[src/rtl/ring_write_arbiter_pkg.sv]
// Shared encodings and geometry for the 3-slot ring buffer, its write arbiter
// and the display-side reader.
package ring_write_arbiter_pkg;

  typedef enum logic [1:0] {
    IDLE  = 2'b00,
    GRANT = 2'b01,
    COOL  = 2'b10
  } arb_state_e;

  localparam int DEPTH = 3;
  localparam int PTR_W = 2;

  // Slot index successor; the ring has DEPTH slots, so the last slot wraps to 0.
  function automatic logic [PTR_W-1:0] ptrNext(input logic [PTR_W-1:0] p);
    return (p == PTR_W'(DEPTH - 1)) ? '0 : p + 1'b1;
  endfunction

endpackage

[src/rtl/ring_write_arbiter_ring_ptr.sv]
// Modulo-DEPTH slot pointer used for both the write and the read side of the ring.
module ring_ptr
  import ring_write_arbiter_pkg::*;
(
  input  logic             clk_i,
  input  logic             rst_i,
  input  logic             adv_i,
  output logic [PTR_W-1:0] ptr_o
);

  logic [PTR_W-1:0] ptr_q;
  logic [PTR_W-1:0] ptr_d;

  always_comb begin
    ptr_d = ptr_q;
    if (adv_i) begin
      ptr_d = ptrNext(ptr_q);
    end
  end

  always_ff @(posedge clk_i or posedge rst_i) begin
    if (rst_i) begin
      ptr_q <= '0;
    end else begin
      ptr_q <= ptr_d;
    end
  end

  assign ptr_o = ptr_q;

endmodule

[src/rtl/ring_write_arbiter.sv]
// Round-robin arbiter for the ring buffer write port, with a post-write
// cool-down and occupancy tracking for the consumer side.
module ring_write_arbiter
  import ring_write_arbiter_pkg::*;
#(
  parameter int unsigned HOLD = 8
) (
  input  logic             clk_i,
  input  logic             rst_i,
  input  logic [1:0]       req_i,
  input  logic [3:0]       data0_i,
  input  logic [3:0]       data1_i,
  input  logic             pop_i,
  output logic [1:0]       gnt_o,
  output logic             wr_en_o,
  output logic [PTR_W-1:0] wr_addr_o,
  output logic [3:0]       wr_data_o,
  output logic [PTR_W-1:0] rd_addr_o,
  output logic [1:0]       count_o,
  output logic             full_o,
  output logic             empty_o
);

  localparam logic [7:0] HOLD_M1 = 8'(HOLD - 1);

  arb_state_e       state_q, state_d;
  logic             winner_q, winner_d;
  logic             lastGnt_q, lastGnt_d;
  logic [3:0]       data_q, data_d;
  logic [7:0]       timer_q, timer_d;
  logic [1:0]       count_q, count_d;
  logic             wrAdv;
  logic             popOk;
  logic [PTR_W-1:0] wrPtr;
  logic [PTR_W-1:0] rdPtr;

  assign wrAdv   = (state_q == GRANT);
  assign popOk   = pop_i && (count_q != 2'd0);
  assign full_o  = (count_q == 2'(DEPTH));
  assign empty_o = (count_q == 2'd0);

  ring_ptr u_wrPtr (
    .clk_i (clk_i),
    .rst_i (rst_i),
    .adv_i (wrAdv),
    .ptr_o (wrPtr)
  );

  ring_ptr u_rdPtr (
    .clk_i (clk_i),
    .rst_i (rst_i),
    .adv_i (popOk),
    .ptr_o (rdPtr)
  );

  // On a tie the requester that did not win last time is served.
  always_comb begin
    state_d   = state_q;
    winner_d  = winner_q;
    lastGnt_d = lastGnt_q;
    data_d    = data_q;
    timer_d   = timer_q;
    case (state_q)
      IDLE: begin
        if (!full_o && (req_i != 2'b00)) begin
          winner_d = (req_i == 2'b11) ? ~lastGnt_q : req_i[1];
          data_d   = winner_d ? data1_i : data0_i;
          state_d  = GRANT;
        end
      end
      GRANT: begin
        lastGnt_d = winner_q;
        timer_d   = '0;
        state_d   = COOL;
      end
      COOL: begin
        timer_d = timer_q + 8'd1;
        if (timer_q == HOLD_M1) begin
          state_d = IDLE;
        end
      end
      default: begin
        state_d = IDLE;
      end
    endcase
  end

  // A write and an accepted pop in the same cycle cancel out.
  always_comb begin
    count_d = count_q;
    case ({wrAdv, popOk})
      2'b10:   count_d = count_q + 2'd1;
      2'b01:   count_d = count_q - 2'd1;
      default: count_d = count_q;
    endcase
  end

  always_ff @(posedge clk_i or posedge rst_i) begin
    if (rst_i) begin
      state_q   <= IDLE;
      winner_q  <= 1'b0;
      lastGnt_q <= 1'b1;
      data_q    <= '0;
      timer_q   <= '0;
      count_q   <= '0;
    end else begin
      state_q   <= state_d;
      winner_q  <= winner_d;
      lastGnt_q <= lastGnt_d;
      data_q    <= data_d;
      timer_q   <= timer_d;
      count_q   <= count_d;
    end
  end

  always_comb begin
    gnt_o     = 2'b00;
    wr_en_o   = 1'b0;
    wr_addr_o = '0;
    wr_data_o = '0;
    if (state_q == GRANT) begin
      gnt_o     = winner_q ? 2'b10 : 2'b01;
      wr_en_o   = 1'b1;
      wr_addr_o = wrPtr;
      wr_data_o = data_q;
    end
  end

  assign rd_addr_o = rdPtr;
  assign count_o   = count_q;

endmodule

[config.mk]
export PLATFORM = sky130hd
export DESIGN_NAME = ring_write_arbiter
export DESIGN_NICKNAME = d
export VERILOG_FILES = /design/src/rtl/ring_write_arbiter_pkg.sv /design/src/rtl/ring_write_arbiter_ring_ptr.sv /design/src/rtl/ring_write_arbiter.sv
export SDC_FILE = /design/constraint.sdc
export NUM_CORES = 1
export LEC_CHECK = 0
export BUFFER_PORTS_ARGS = -buffer_cell sky130_fd_sc_hd__clkbuf_2
export CORE_ASPECT_RATIO = 1.4
export CORE_MARGIN = 8
export CORE_UTILIZATION = 47
export DETAILED_ROUTE_END_ITERATION = 10
export HOLD_SLACK_MARGIN = 0.08
export PLACE_DENSITY_LB_ADDON = 0.1
export SYNTH_ARGS = -nofsm -noshare
export SYNTH_HDL_FRONTEND = slang
export SYNTH_SLANG_ARGS = --single-unit
[constraint.sdc]
create_clock -name clk_i -period 1.5 [get_ports clk_i]
set_input_delay 0.45 -clock clk_i [delete_from_list [all_inputs] [get_ports clk_i]]
set_output_delay 0.45 -clock clk_i [all_outputs]
set_load 0.1 [all_outputs]
==> results of run 1 <==
[per-stage QoR]
| step | worst slack, ns | TNS [ns] | instance area (um2) | hold WS [ns] | cells |
|---|---|---|---|---|---|
| after floorplan | -0.359 | -3.98 | 1280 | 0.439 | 113 |
| after global placement | -0.0476 | -0.337 | 1820 | 0.476 | 193 |
| after detailed placement | -0.136 | -0.941 | 1820 | 0.485 | 193 |
| after CTS | -0.387 | -4.07 | 1990 | 0.140 | 207 |
| after global routing | -0.459 | -6.04 | 2080 | 0.148 | 213 |
| final | -0.391 | -4.66 | 2080 | 0.141 | 213 |
[cells by family after synthesis]
kind of cell    Yosys count  share of synthesized area (%)
buf+inv                  10                           3.11
compound gates           24                           14.3
flops                    22                           45.7
xor+xnor                  3                           2.18
mux                      13                           11.8
simple gates             35                           16.6
fa+ha+maj                 6                           6.22
[synthesized netlist by cell type (2+ instances only)]
| cell | n | area (um2) |
|---|---|---|
| nor2_1 | 4 | 15.0 |
| xnor2_1 | 2 | 17.5 |
| o21ai_0 | 4 | 20.0 |
| nand3_1 | 5 | 25.0 |
| dfrtp_1 | 21 | 526 |
| a21o_1 | 4 | 30.0 |
| mux2_2 | 10 | 113 |
| o211ai_1 | 5 | 37.5 |
| inv_1 | 9 | 33.8 |
| a21oi_1 | 2 | 10.0 |
| o2bb2ai_1 | 5 | 43.8 |
| nor3_1 | 2 | 10.0 |
| nor2b_1 | 2 | 12.5 |
| or4_1 | 2 | 15.0 |
| nand2_1 | 6 | 22.5 |
| and2_1 | 8 | 50.1 |
| ha_1 | 6 | 75.1 |
| mux2i_1 | 3 | 30.0 |
[state kept, by name, indices dropped and copies added, names as in the netlist]
register,count
timer_q,8
data_q,4
count_o,2
state_q,2
u_rdPtr.ptr_o,2
u_wrPtr.ptr_o,2
lastGnt_q,1
winner_q,1
[layer usage]
metal | up-vias | GRT usage [%] | wire length, um
li1 | 536 | - | -
met5 | - | 0 | 0
met2 | 20 | 28.5 | 2250
met3 | 6 | 3.38 | 136
met1 | 572 | 14.6 | 1240
met4 | 0 | 4.33 | 61
[worst reg2reg max path, cell delays in order (launching register included)]
cell and delay (ns):
dfrtp_1 0.37, buf_4 0.10, inv_1 0.04, ha_1 0.33, nand4_1 0.18, or4_1 0.51
a21oi_1 0.14
[layout make-up]
cell class                 count  area [um2]  share of cell area, %
timing repair buffer          63         653                   31.4
multi-input combinational     81         749                   36.0
tap                           34        42.5                   2.05
inverter                       9        38.8                   1.87
clock buffer                   4        36.3                   1.74
sequential                    22         559                   26.9
[what timing repair did]
| item | 4_1_cts | 5_1_grt |
|---|---|---|
| pin swaps | 13 | 5 |
| resized for setup | 14 | 10 |
| setup buffers | 10 | 6 |
| cloned | 0 | 0 |
| endpoints found under the setup margin | 18 | 25 |
[how the worst max path moves through the flow]
| stage | slack [ns] | cells after the start | start | end |
|---|---|---|---|---|
| after floorplan | -0.36 | 4 | state_q[1] | gnt_o[0] |
| after global placement | -0.05 | 5 | req_i[1] | data_q[1] |
| after detailed placement | -0.14 | 5 | req_i[1] | data_q[0] |
| after CTS | -0.39 | 4 | state_q[0] | wr_data_o[0] |
| after global routing | -0.46 | 6 | state_q[1] | gnt_o[0] |
| final | -0.39 | 4 | state_q[0] | wr_data_o[1] |
==> results.toml, run 1 <==
[run_status]
outcome = "finished with violations"
failed_checks = "setup timing"

[drt]
remaining_drc_errors = 0
wire_per_inst_um = 17.3
routed_wl_mm = 3.69
first_iter_violations = 18
drt-pass1-iter-count = 3
vias = 1134
viasPerCell = 5.32
postRouteAntennaNets = 0

[die]
chipWidth_um = 58.8
core_area_um2 = 2420
io_pins = 28
dieHeight_um = 75.9
fp.dieArea_um2 = 4470
initial_core_util_pct = 49.9
rows = 21

[critical_path]
endpoint_kind = "primary output"
cp_top_family = "flip-flops"
critPathMaxFanout = 9
r2r-end = "timer_q[7]"
critPathRequiredTime_ns = 1.05
critPathBufInv = 2
rrSetupSlack_ns = -0.24
rr_worst_depth = 6
crit_type = "flip-flop to primary output"
crit_path_start_kind = "flip-flop"
r2r-start = "state_q[0]"
slowest_delay_ns = 0.40
path_cells = "buf_4 -> ha_4 -> and2_2 -> buf_12"
arrival_ns = 1.44
slowest_stage = "dfrtp_1"

[sta]
fin_crit_sh_pct = 126
setup_viol = 23
finClkSkew_ns = 0.00588
worst_pin_slew_ns = 0.301
setup_slack_ns = -0.391
rsz0062_at_grt = "true"
max_freq_mhz = 529
finalHoldViolCount = 0
slew_headroom_pct = 80.0
final_max_slew_viol_count = 0
finalWorstPathRequiredPeriod_ns = 1.89

[placed_design]
gp_congestion = 0.749
port_buffers = 27
dp_hpwl_mm = 2.25

[cells_and_area]
final_common_cell = "buf_4"
area_growth_pct = 72.4
drive_gt1_share_pct = 59.8
final_util_pct = 86.0
nets = 199
n_fill_cell = 124
final_cell_mix = "30 x buf_4, 19 x dfrtp_1, 15 x buf_12"
n_antenna_cell = 0

[logic_synthesis]
synth.distinct_cells = 31
synth-edff-count = 0
synthCells = 113
synth-seq-cells = 22
async_reset_ff_share_pct = 100
ys_seq_area_share_pct = 45.7
synth_flop_cell = "dfrtp_1"
avgSynthCellArea_um2 = 10.7
syn_nets = 132
yosysWarnings = 0
netlist_area_um2 = 1210

[cts]
hold_buffers = 0
cts_max_level = 1
clockBufferDepth = 2
worstSkewPairLatency_ns = 0.31
cts_buffers = 3
cts.sinks = 22
clk_pin_slew_worst_paths_ns = 0.12
cts_root_buffer = "clkbuf_4"
tritoncts = "built"

[global_routing]
track_usage_pct = 14.8
grt_max_degree = 23
overflow = 0
grt_pass1_vias = 1193
grt_pass1_wl_mm = 5.35
antenna_found_initial = 0

[flow_run]
drv_cap = 0

[min_path]
holdCritPathClass = "input pin to async pin"
Power of run 1 is left out: the tool's default activity adds up to more than one toggle a clock period on the data nets, which glitch-free logic cannot reach.
==> inputs of run 2 (changes only) <==
Settings changed: SYNTH_HIERARCHICAL from default to 1.
==> results.toml, run 2 <==
[flow_run]
drv_cap = 0

[drt]
vias = 1145
first_iter_violations = 43
remaining_drc_errors = 0
postRouteAntennaNets = 0
routed_wl_mm = 3.82
wire_per_inst_um = 18.3
drt-pass1-iter-count = 4
viasPerCell = 5.48

[logic_synthesis]
netlist_area_um2 = 1210
ys_seq_area_share_pct = 45.7
post-synth-top-area-cell = "dfrtp_1"
synth_most_common_cell = "dfrtp_1"
synth_commonest_cells = "21 x dfrtp_1, 9 x inv_1, 9 x mux2_2, 9 x nand2_1, 8 x and2_1"
synth-seq-cells = 22
ys_top_cells_by_area = "dfrtp_1 44%, mux2_2 8.4%, ha_1 7.3%, mux2i_1 5.0%, and2_1 4.1%"
synthCells = 113
synth_flop_cell = "dfrtp_1"
async_reset_ff_share_pct = 100
avgSynthCellArea_um2 = 10.7
netlist.area_leader.share_pct = 43.5
syn_nets = 133
synth-edff-count = 0
synth.distinct_cells = 28
yosysWarnings = 6

[cells_and_area]
ff_latch_area_um2 = 561
regMostFlops = "timer_q"
final-instance-count-excl-fill = 209
reg_top3 = "timer_q: 8 flops, data_q: 4 flops"
drive_gt1_share_pct = 62.3
final_cell_mix = "19 x buf_4, 18 x dfrtp_1, 16 x buf_12"
nets = 196
final_util_pct = 88.8
multi_input_area_um2 = 806
largest_reg_flops = 8
n_antenna_cell = 0
n_fill_cell = 111
final_common_cell = "buf_4"
area_growth_pct = 77.7

[global_routing]
antenna_found_initial = 0
grt_pass1_wl_mm = 5.85
overflow = 0
grt_max_degree = 15
grt_pass1_vias = 1237
track_usage_pct = 16.4

[sta]
setup_slack_ns = -0.367
finalHoldViolCount = 0
finalWorstPathRequiredPeriod_ns = 1.87
finClkSkew_ns = 0.00529
rsz0062_at_grt = "true"
slew_headroom_pct = 62.2
fin_crit_sh_pct = 124
max_freq_mhz = 536
setup_tns_ns = -4.82
worst_pin_slew_ns = 0.566
setup_viol = 19
final_max_slew_viol_count = 0

[min_path]
min_from = "data0_i[2]"
holdCritPathClass = "input pin to flip-flop"
hold_depth = 3

[die]
chipWidth_um = 58.8
rows = 21
fp.dieArea_um2 = 4470
core_area_um2 = 2420
io_pins = 28
dieHeight_um = 76.0
initial_core_util_pct = 49.9

[cts]
cts_buffers = 3
clockBufferDepth = 2
tritoncts = "built"
cts_max_level = 1
worstSkewPairLatency_ns = 0.32
clk_pin_slew_worst_paths_ns = 0.13
cts.sinks = 22
cts_root_buffer = "clkbuf_4"

[placed_design]
dp_cells = 190
dp_hpwl_mm = 2.56
gp_congestion = 0.807
port_buffers = 27

[critical_path]
crit_start = "state_q[1]"
arrival_ns = 1.42
rrSetupSlack_ns = -0.35
crit_path_start_kind = "flip-flop"
r2r-start = "state_q[1]"
critPathMaxFanout = 6
endpoint_kind = "primary output"
r2r-end = "timer_q[7]"
critPathRequiredTime_ns = 1.05
endpoint = "gnt_o[1]"
rr_worst_depth = 7
crit_type = "flip-flop to primary output"

[run_status]
outcome = "finished with violations"
failed_checks = "setup timing"
run 2: changes by cell type after synthesis, sizes merged, moves of 2 or more:
cell | before | now
a21o | 4 | 1
mux2i | 3 | 6
nand2 | 6 | 9
nand2b | 1 | 3
nor3 | 2 | 0
o211ai | 5 | 3
o311ai | 0 | 2
run 2: cells by family (layout without fill, tap and decap cells):
| logic type | count (synthesis) | after routing | synth area share, % |
|---|---|---|---|
| AOI/OAI and AO/OA | 19 | 19 | 11.6 |
| buffers and inverters | 9 | 71 | 2.80 |
| and+or+nand+nor | 37 | 37 | 16.4 |
| DFF | 22 | 22 | 45.7 |
| xor gates and xnor gates | 4 | 4 | 2.90 |
| muxes | 15 | 15 | 13.4 |
| adders and majority gates | 7 | 7 | 7.25 |
run 2: layout make-up:
| type | instances | share of cell area [%] |
|---|---|---|
| flip-flops and latches | 22 | 26.1 |
| well taps | 34 | 1.98 |
| clock buffers | 3 | 1.05 |
| inverters | 9 | 1.81 |
| multi-input cells | 82 | 37.6 |
| clock inverters | 1 | 1.40 |
| repair buffers | 58 | 30.1 |
run 2: what timing repair did:
action / 4_1_cts / 5_1_grt
endpoints found under the hold margin: 4 / 0
hold buffers: 1 / 0
setup endpoints to repair: 17 / 24
gates resized for setup: 19 / 20
pin swaps: 6 / 13
setup buffers: 10 / 4
run 2: how the worst min path moves through the flow:
stage / end / slack [ns]
final: data_q[2] / 0.49
after global routing: data_q[2] / 0.49
after detailed placement: u_rdPtr/ptr_o[1] / 0.32
after CTS: data_q[2] / 0.50
after global placement: u_wrPtr/ptr_o[1] / 0.31
after floorplan: u_rdPtr/ptr_o[0] / 0.19
run 2: critical path, stage by stage, from the launching register on:
cell     delay [ns]
dfrtp_1        0.42
inv_2          0.09
ha_4           0.15
buf_12         0.11
and2_4         0.16
buf_12         0.17
run 2: metrics by stage:
step	hold slack, ns	cell area [um2]	setup slack (ns)
after detailed placement	0.318	1820	-0.167
after global placement	0.311	1820	-0.0746
after CTS	0.496	2020	-0.357
after floorplan	0.191	1300	-0.442
after global routing	0.489	2150	-0.404
final	0.485	2150	-0.367
run 2: layer usage:
metal / track usage [%] / vias up / part of all wire (%)
met3: 3.55 / 12 / 5.3
met1: 14.7 / 562 / 31
met5: 0 / - / 0
met2: 32.7 / 44 / 61
li1: - / 527 / -
met4: 5.77 / 0 / 2.9
Power of run 2 is left out for the same reason.
